==> config.mk <==
export PLATFORM = sky130hd
export DESIGN_NAME = relprime_engine
export DESIGN_NICKNAME = d
export VERILOG_FILES = /design/src/rtl/relprime_engine.sv
export SDC_FILE = /design/constraint.sdc
export NUM_CORES = 1
export LEC_CHECK = 0
export CAP_MARGIN = 20
export CORE_MARGIN = 2
export CORE_UTILIZATION = 60
export DETAILED_ROUTE_END_ITERATION = 10
export PLACE_DENSITY = 0.86
export SLEW_MARGIN = 20
export SYNTH_ARGS = -nofsm -noshare
export SYNTH_HDL_FRONTEND = slang
export SYNTH_SLANG_ARGS = --single-unit
==> constraint.sdc <==
create_clock -name CLK -period 6.3 [get_ports CLK]
set_input_delay 1.26 -clock CLK [delete_from_list [all_inputs] [get_ports CLK]]
set_output_delay 1.26 -clock CLK [all_outputs]
set_load 0.05 [all_outputs]
==> src/rtl/relprime_engine.sv <==
// Handshaked relative-prime coprocessor: finds the smallest m >= 2 with gcd(m, n) == 1
// using one subtractive-Euclid step per clock, and reports an error if none fits in WIDTH bits.
`timescale 1ns/1ps

module relprime_engine #(
  parameter int unsigned WIDTH = 16,
  parameter int unsigned CYC_W = 32
) (
  input  logic             CLK,
  input  logic             RESET_N,
  input  logic             start,
  input  logic [WIDTH-1:0] n_in,
  output logic             busy,
  output logic             done,
  output logic [WIDTH-1:0] result,
  output logic             error,
  output logic [CYC_W-1:0] cycles
);

  localparam logic [WIDTH-1:0] M_MAX   = {WIDTH{1'b1}};
  localparam logic [CYC_W-1:0] CYC_MAX = {CYC_W{1'b1}};

  typedef enum logic [1:0] {
    S_IDLE  = 2'd0,
    S_LOAD  = 2'd1,
    S_GCD   = 2'd2,
    S_CHECK = 2'd3
  } state_e;

  state_e           state_q, state_d;
  logic [WIDTH-1:0] n_q, n_d;
  logic [WIDTH-1:0] m_q, m_d;
  logic [WIDTH-1:0] a_q, a_d;
  logic [WIDTH-1:0] b_q, b_d;
  logic             busy_q, busy_d;
  logic             done_q, done_d;
  logic [WIDTH-1:0] result_q, result_d;
  logic             error_q, error_d;
  logic [CYC_W-1:0] cycles_q, cycles_d;

  // Next-state and datapath; done_d is the only signal that does not hold by default.
  always_comb begin
    state_d  = state_q;
    n_d      = n_q;
    m_d      = m_q;
    a_d      = a_q;
    b_d      = b_q;
    busy_d   = busy_q;
    done_d   = 1'b0;
    result_d = result_q;
    error_d  = error_q;
    cycles_d = cycles_q;

    if (busy_q && (cycles_q != CYC_MAX)) begin
      cycles_d = cycles_q + CYC_W'(1);
    end

    case (state_q)
      S_IDLE: begin
        if (start) begin
          n_d      = n_in;
          m_d      = WIDTH'(2);
          cycles_d = '0;
          error_d  = 1'b0;
          busy_d   = 1'b1;
          state_d  = S_LOAD;
        end
      end
      S_LOAD: begin
        a_d     = n_q;
        b_d     = m_q;
        state_d = S_GCD;
      end
      S_GCD: begin
        if (b_q == '0) begin
          state_d = S_CHECK;
        end else if (a_q >= b_q) begin
          a_d = a_q - b_q;
        end else begin
          a_d = b_q;
          b_d = a_q;
        end
      end
      S_CHECK: begin
        // a_q holds gcd(n, m) here
        if (a_q == WIDTH'(1)) begin
          result_d = m_q;
          done_d   = 1'b1;
          busy_d   = 1'b0;
          state_d  = S_IDLE;
        end else if (m_q == M_MAX) begin
          error_d  = 1'b1;
          result_d = '0;
          done_d   = 1'b1;
          busy_d   = 1'b0;
          state_d  = S_IDLE;
        end else begin
          m_d     = m_q + WIDTH'(1);
          state_d = S_LOAD;
        end
      end
      default: begin
        state_d = S_IDLE;
      end
    endcase
  end

  always_ff @(posedge CLK or negedge RESET_N) begin
    if (!RESET_N) begin
      state_q  <= S_IDLE;
      n_q      <= '0;
      m_q      <= '0;
      a_q      <= '0;
      b_q      <= '0;
      busy_q   <= 1'b0;
      done_q   <= 1'b0;
      result_q <= '0;
      error_q  <= 1'b0;
      cycles_q <= '0;
    end else begin
      state_q  <= state_d;
      n_q      <= n_d;
      m_q      <= m_d;
      a_q      <= a_d;
      b_q      <= b_d;
      busy_q   <= busy_d;
      done_q   <= done_d;
      result_q <= result_d;
      error_q  <= error_d;
      cycles_q <= cycles_d;
    end
  end

  assign busy   = busy_q;
  assign done   = done_q;
  assign result = result_q;
  assign error  = error_q;
  assign cycles = cycles_q;

endmodule

Word-level counts from Yosys, hierarchy flattened
Index checks and enable logic that the tools add are counted.
- flip-flop bits (word level): 117
- bits of input ports: 19
- output and inout bits: 51
- word-level logic and storage cells: 73
- equal/unequal tests: 14
- multiplexer cells: 31
- add/sub/neg operators: 3
- reductions and logical operators: 14
- $lt $le $gt $ge: 1
- operators by type and width (kind ; count):
    16-bit two-way mux ; 9
    32-bit two-way mux ; 3
    16-bit case mux with 2 select lines ; 3
    32-bit by 1-bit adder with 32-bit output, second input constant ; 1
    32-bit != test, second input constant ; 1
    16-bit by 1-bit adder with 16-bit output, second input constant ; 1
    16-bit by 1-bit equality test with 1-bit output, second input constant ; 1
    16-bit equality test, second input constant ; 1
    16-bit >= comparator ; 1
    16-bit logical NOT ; 1
    16-bit subtractor ; 1
    2-bit != test, second input constant ; 7
    1-bit two-way mux ; 11
    2-bit case mux with 4 select lines ; 1
    2-bit AND reduction ; 4
    4-bit AND reduction ; 2
    3-bit AND reduction ; 2
    2-bit nonzero test ; 3
    2-bit equality test, second input constant ; 2
    2-bit two-way mux ; 2
    1-bit case mux with 2 select lines ; 2
    3-bit != test, second input constant ; 1
    2-bit by 1-bit equality test with 1-bit output, second input constant ; 1
    2-bit logical NOT ; 1
    1-bit logical AND ; 1

Logic depth before layout (Yosys ltp)
- depth in word-level cells: 5
- depth in mapped cells: 11
- mapped depth without buffers: 10

Worst setup path before layout
Ideal clock, no wire load.
- kind: input port to flip-flop
- start: in start
- end: reg m_q[13]
- path buffers: 1
- data arrival time: 2513 ps
- required time: 6223 ps
- stages: 7
- library setup time: 77 ps
- slack: 3710 ps
- cells stage by stage: nand2_1 o21ai_0 and3_1 clkbuf_1 nand4_1 or3_1 a21oi_1
- longest elaborated chain between the ends: 2
- RTL lines (element ; RTL line ; RTL):
    start, declared ; 11 ; input logic start,
    2-bit != test (no source line) ; - ;
    4-bit AND reduction (no source line) ; - ;
    end signal, assigned ; 123 ; m_q <= m_d;
    end, declared ; 32 ; logic [WIDTH-1:0] m_q, m_d;
Every way passes these cells.
A chain may end at the register's enable or synchronous reset.

Final worst setup path
Ends and elaborated chain as after synthesis.

==> impl_metrics.yaml <==
global_route:
  grt_usage_pct: 31.1
  grt_pass1_vias: 5725
  antenna_found_initial: 0
  grt.overflow.total: 0
  grt_start_max_net_pins: 66
  grt_pass1_wl_um: 28200
job:
  cap_violations: 0
timing:
  drv_slew: 0
  period_share_pct: 54.1
  tns_ps: 0
  rsz0062_at_grt: "false"
  finalHoldViolations: 0
  skew_ps: 5.86
  worst_pin_slew_ps: 951
  slew_headroom_pct: 36.4
  setup_viol_count_final: 0
  fmax_ghz: 0.293
  period_minus_slack_ps: 3410
yosys:
  synth_compound_area_share_pct: 14.7
  syn_area_sq_um: 6570
  synth_cells: 718
  synthMuxAreaShare_pct: 5.60
  yosys.area_share.xor_xnor_pct: 5.74
  synth_top_family_by_area: "simple AND/OR/NAND/NOR gates"
  synthAdderAreaFrac_pct: 4.50
  synth-seq-cells: 117
  synth_nets: 760
  ys_types: 60
  synth_edf_count: 0
  synthSimpleGateAreaFrac_pct: 21.3
  ys_async_sr_fraction_pct: 100
  synth-main-ff-cell: "dfrtp_1"
  synth.avg_cell_area_sq_um: 9.15
  yosysSeqAreaShare_pct: 44.6
  yosys_warnings: 0
worst_setup_path:
  rr_worst_depth: 10
  crit_type: "in -> reg"
  r2r-end: "b_q[2]$_DFFE_PN0P_"
  worst-r2r-setup-slack_ps: 3000
  critPathSlowestCell: "o21ai_0"
  cp_cell_sequence: "clkdlybuf4s50_1, nand2_1, o21ai_0, and3_1, nand4_1, or3_1, a21oi_1"
  cp-end-kind: "flop"
  arrival_ps: 3850
  cp_top_family: "simple AND/OR/NAND/NOR gates"
  crit_required_ps: 6740
  cp_num_buf_inv: 1
  r2r-start: "a_q[0]$_DFFE_PN0P_"
  cp_max_fo: 21
  cp_slowest_stage_delay_ps: 530
  start_kind: "input port"
route:
  wl_um: 17200
  wl_met3_um: 1000
  route.met2.wl_um: 8440
  avgViaCountPerCell: 6.23
  top_layer: "met4"
  wl_per_cell_um: 18.4
  ant_nets: 0
  drt_iter0_drc: 446
  vias: 5829
  wl_met1_um: 7140
  drt_pass1_iterations: 5
  route.detailed.drc: 0
die:
  rows: 38
  die_area_sq_um: 11800
  core_sq_um: 10700
  io_pins: 70
  die_w_um: 109
  initial_core_util_pct: 61.1
  die_y_um: 109
clock_network:
  clk_path_buf_depth: 2
  cts_setup_buffers: 0
  clockRootBuffer: "clkbuf_8"
  clkTransAtPathRegs_ps: 60
  tritoncts: "done"
  insertion_delay_ps: 530
  hold_buffers: 0
  cts.sinks: 117
  htree_levels: 4
  cts-resized-gates: 0
  numCtsBuffers: 17
placement:
  place_congestion: 0.928
  dpl.hpwl_um: 11700
  io_buffers: 69
layout:
  post-route-util_pct: 73.7
  antenna_cells: 0
  nets: 824
  drive_gt1_share_pct: 7.30
  syn_to_final_growth_pct: 20.6
power_and_ir_drop:
  leakagePower_uw: 0.00352
  peakVddDrop_v: 0.000363
  p_per_area_nw_per_um2: 526
status:
  status: "completed"
min_path:
  min_path_cells: 2
  worstHoldStart: "n_q[9]$_DFFE_PN0P_"
  hold_class: "reg -> reg"
  hold_path_end: "n_q[9]$_DFFE_PN0P_"
==> routing by layer <==
| layer | vias up | GRT usage [%] |
|---|---|---|
| met2 | 232 | 50.4 |
| met3 | 54 | 7.29 |
| met4 | 0 | 14.7 |
| met5 | - | 0 |
| li1 | 2678 | - |
| met1 | 2865 | 39.4 |
==> cell usage after synthesis (all sizes together) (14+ instances only) <==
| master | number | area share [%] |
|---|---|---|
| a22o | 16 | 2.1 |
| clkbuf | 22 | 1.3 |
| nand3 | 18 | 1.4 |
| nand2 | 97 | 5.5 |
| nor2 | 79 | 4.6 |
| a21oi | 50 | 3.8 |
| xor2 | 21 | 2.8 |
| xnor2 | 22 | 2.9 |
| mux2i | 21 | 3.2 |
| o21ai | 33 | 2.6 |
| dfrtp | 117 | 45 |
| ha | 22 | 4.2 |
| mux2 | 14 | 2.4 |
| o22ai | 14 | 1.3 |
| nand4 | 20 | 2.0 |
| or3 | 14 | 1.3 |
| inv | 31 | 1.8 |
==> area by class of cell <==
class / instances / area (sq um)
Multi-Input combinational cell: 542 / 3410
Sequential cell: 117 / 2930
Fill cell: 816 / 2830
Timing Repair Buffer: 73 / 718
Clock buffer: 24 / 470
Tap cell: 140 / 175
Inverter: 31 / 116
Clock inverter: 8 / 98.8
==> registers in the layout, summed over array words and instances, names as in the netlist <==
name     count
a_q         16
b_q         16
busy         1
cycles      32
done         1
error        1
m_q         16
n_q         16
result      16
state_q      2
==> tightest hold or removal path, cell delays in order (launching register included) <==
cell	delay, ps
dfrtp_1	340
nand2_1	50
nand2_1	50
==> worst max-delay path by stage <==
stage | startpoint | to | slack (ps) | cells after the start
2_1_floorplan | start | m_q[13]$_DFFE_PN0P_ | 3710 | 7
3_5_place_dp | start | m_q[15]$_DFFE_PN0P_ | 2390 | 7
4_1_cts | a_q[0]$_DFFE_PN0P_ | b_q[8]$_DFFE_PN0P_ | 2800 | 9
5_1_grt | b_q[11]$_DFFE_PN0P_ | b_q[10]$_DFFE_PN0P_ | 2680 | 9
3_3_place_gp | start | m_q[15]$_DFFE_PN0P_ | 2570 | 7
6_report | start | m_q[13]$_DFFE_PN0P_ | 2890 | 7
==> metrics by stage <==
stage               setup WS, ps  power [uW]  hold slack, ps  cell area, sq um  instances
CTS                         2800        4130             474              7910        935
global placement            2570        3070             465              7340        903
finish                      2890        4170             474              7920        935
floorplan                   3710        2680             440              6570        718
detailed placement          2390        3170             458              7340        903
global route                2680        4450             504              7920        935
==> cells in the final DEF (no fill, tap or decap), drive strengths merged, types with 3 or more instances in the layout <==
| cell | count |
|---|---|
| a22o | 16 |
| a311oi | 3 |
| nand2 | 97 |
| clkdlybuf4s50 | 68 |
| dfrtp | 117 |
| o22ai | 14 |
| o211ai | 3 |
| a21oi | 50 |
| a21o | 5 |
| mux2 | 14 |
| ha | 22 |
| a211oi | 3 |
| o21ai | 33 |
| nand2b | 6 |
| and2 | 6 |
| nor3 | 12 |
| nor4 | 8 |
| clkbuf | 24 |
| and3 | 12 |
| nor2 | 79 |
| buf | 5 |
| or3 | 14 |
| inv | 31 |
| xnor2 | 22 |
| a31oi | 11 |
| clkinv | 4 |
| and4 | 4 |
| nand3 | 18 |
| nand4 | 20 |
| or4 | 6 |
| mux2i | 21 |
| xor2 | 21 |
==> logic make-up (layout without fill, tap and decap cells) <==
logic type / count (synthesis) / in the layout
AOI/OAI and AO/OA: 152 / 152
and+or+nand+nor: 289 / 289
muxes: 35 / 35
xor gates and xnor gates: 43 / 43
adders and majority gates: 23 / 23
DFF: 117 / 117
buffers and inverters: 59 / 136
==> power by group <==
group          internal (uW)  switching, uW  leakage (uW)
Sequential               960            259       0.00152
Clock                    593            340      0.000275
Combinational            793           1220       0.00172
Total                   2350           1820       0.00352
No activity file was read; power rests on OpenSTA's default activity.
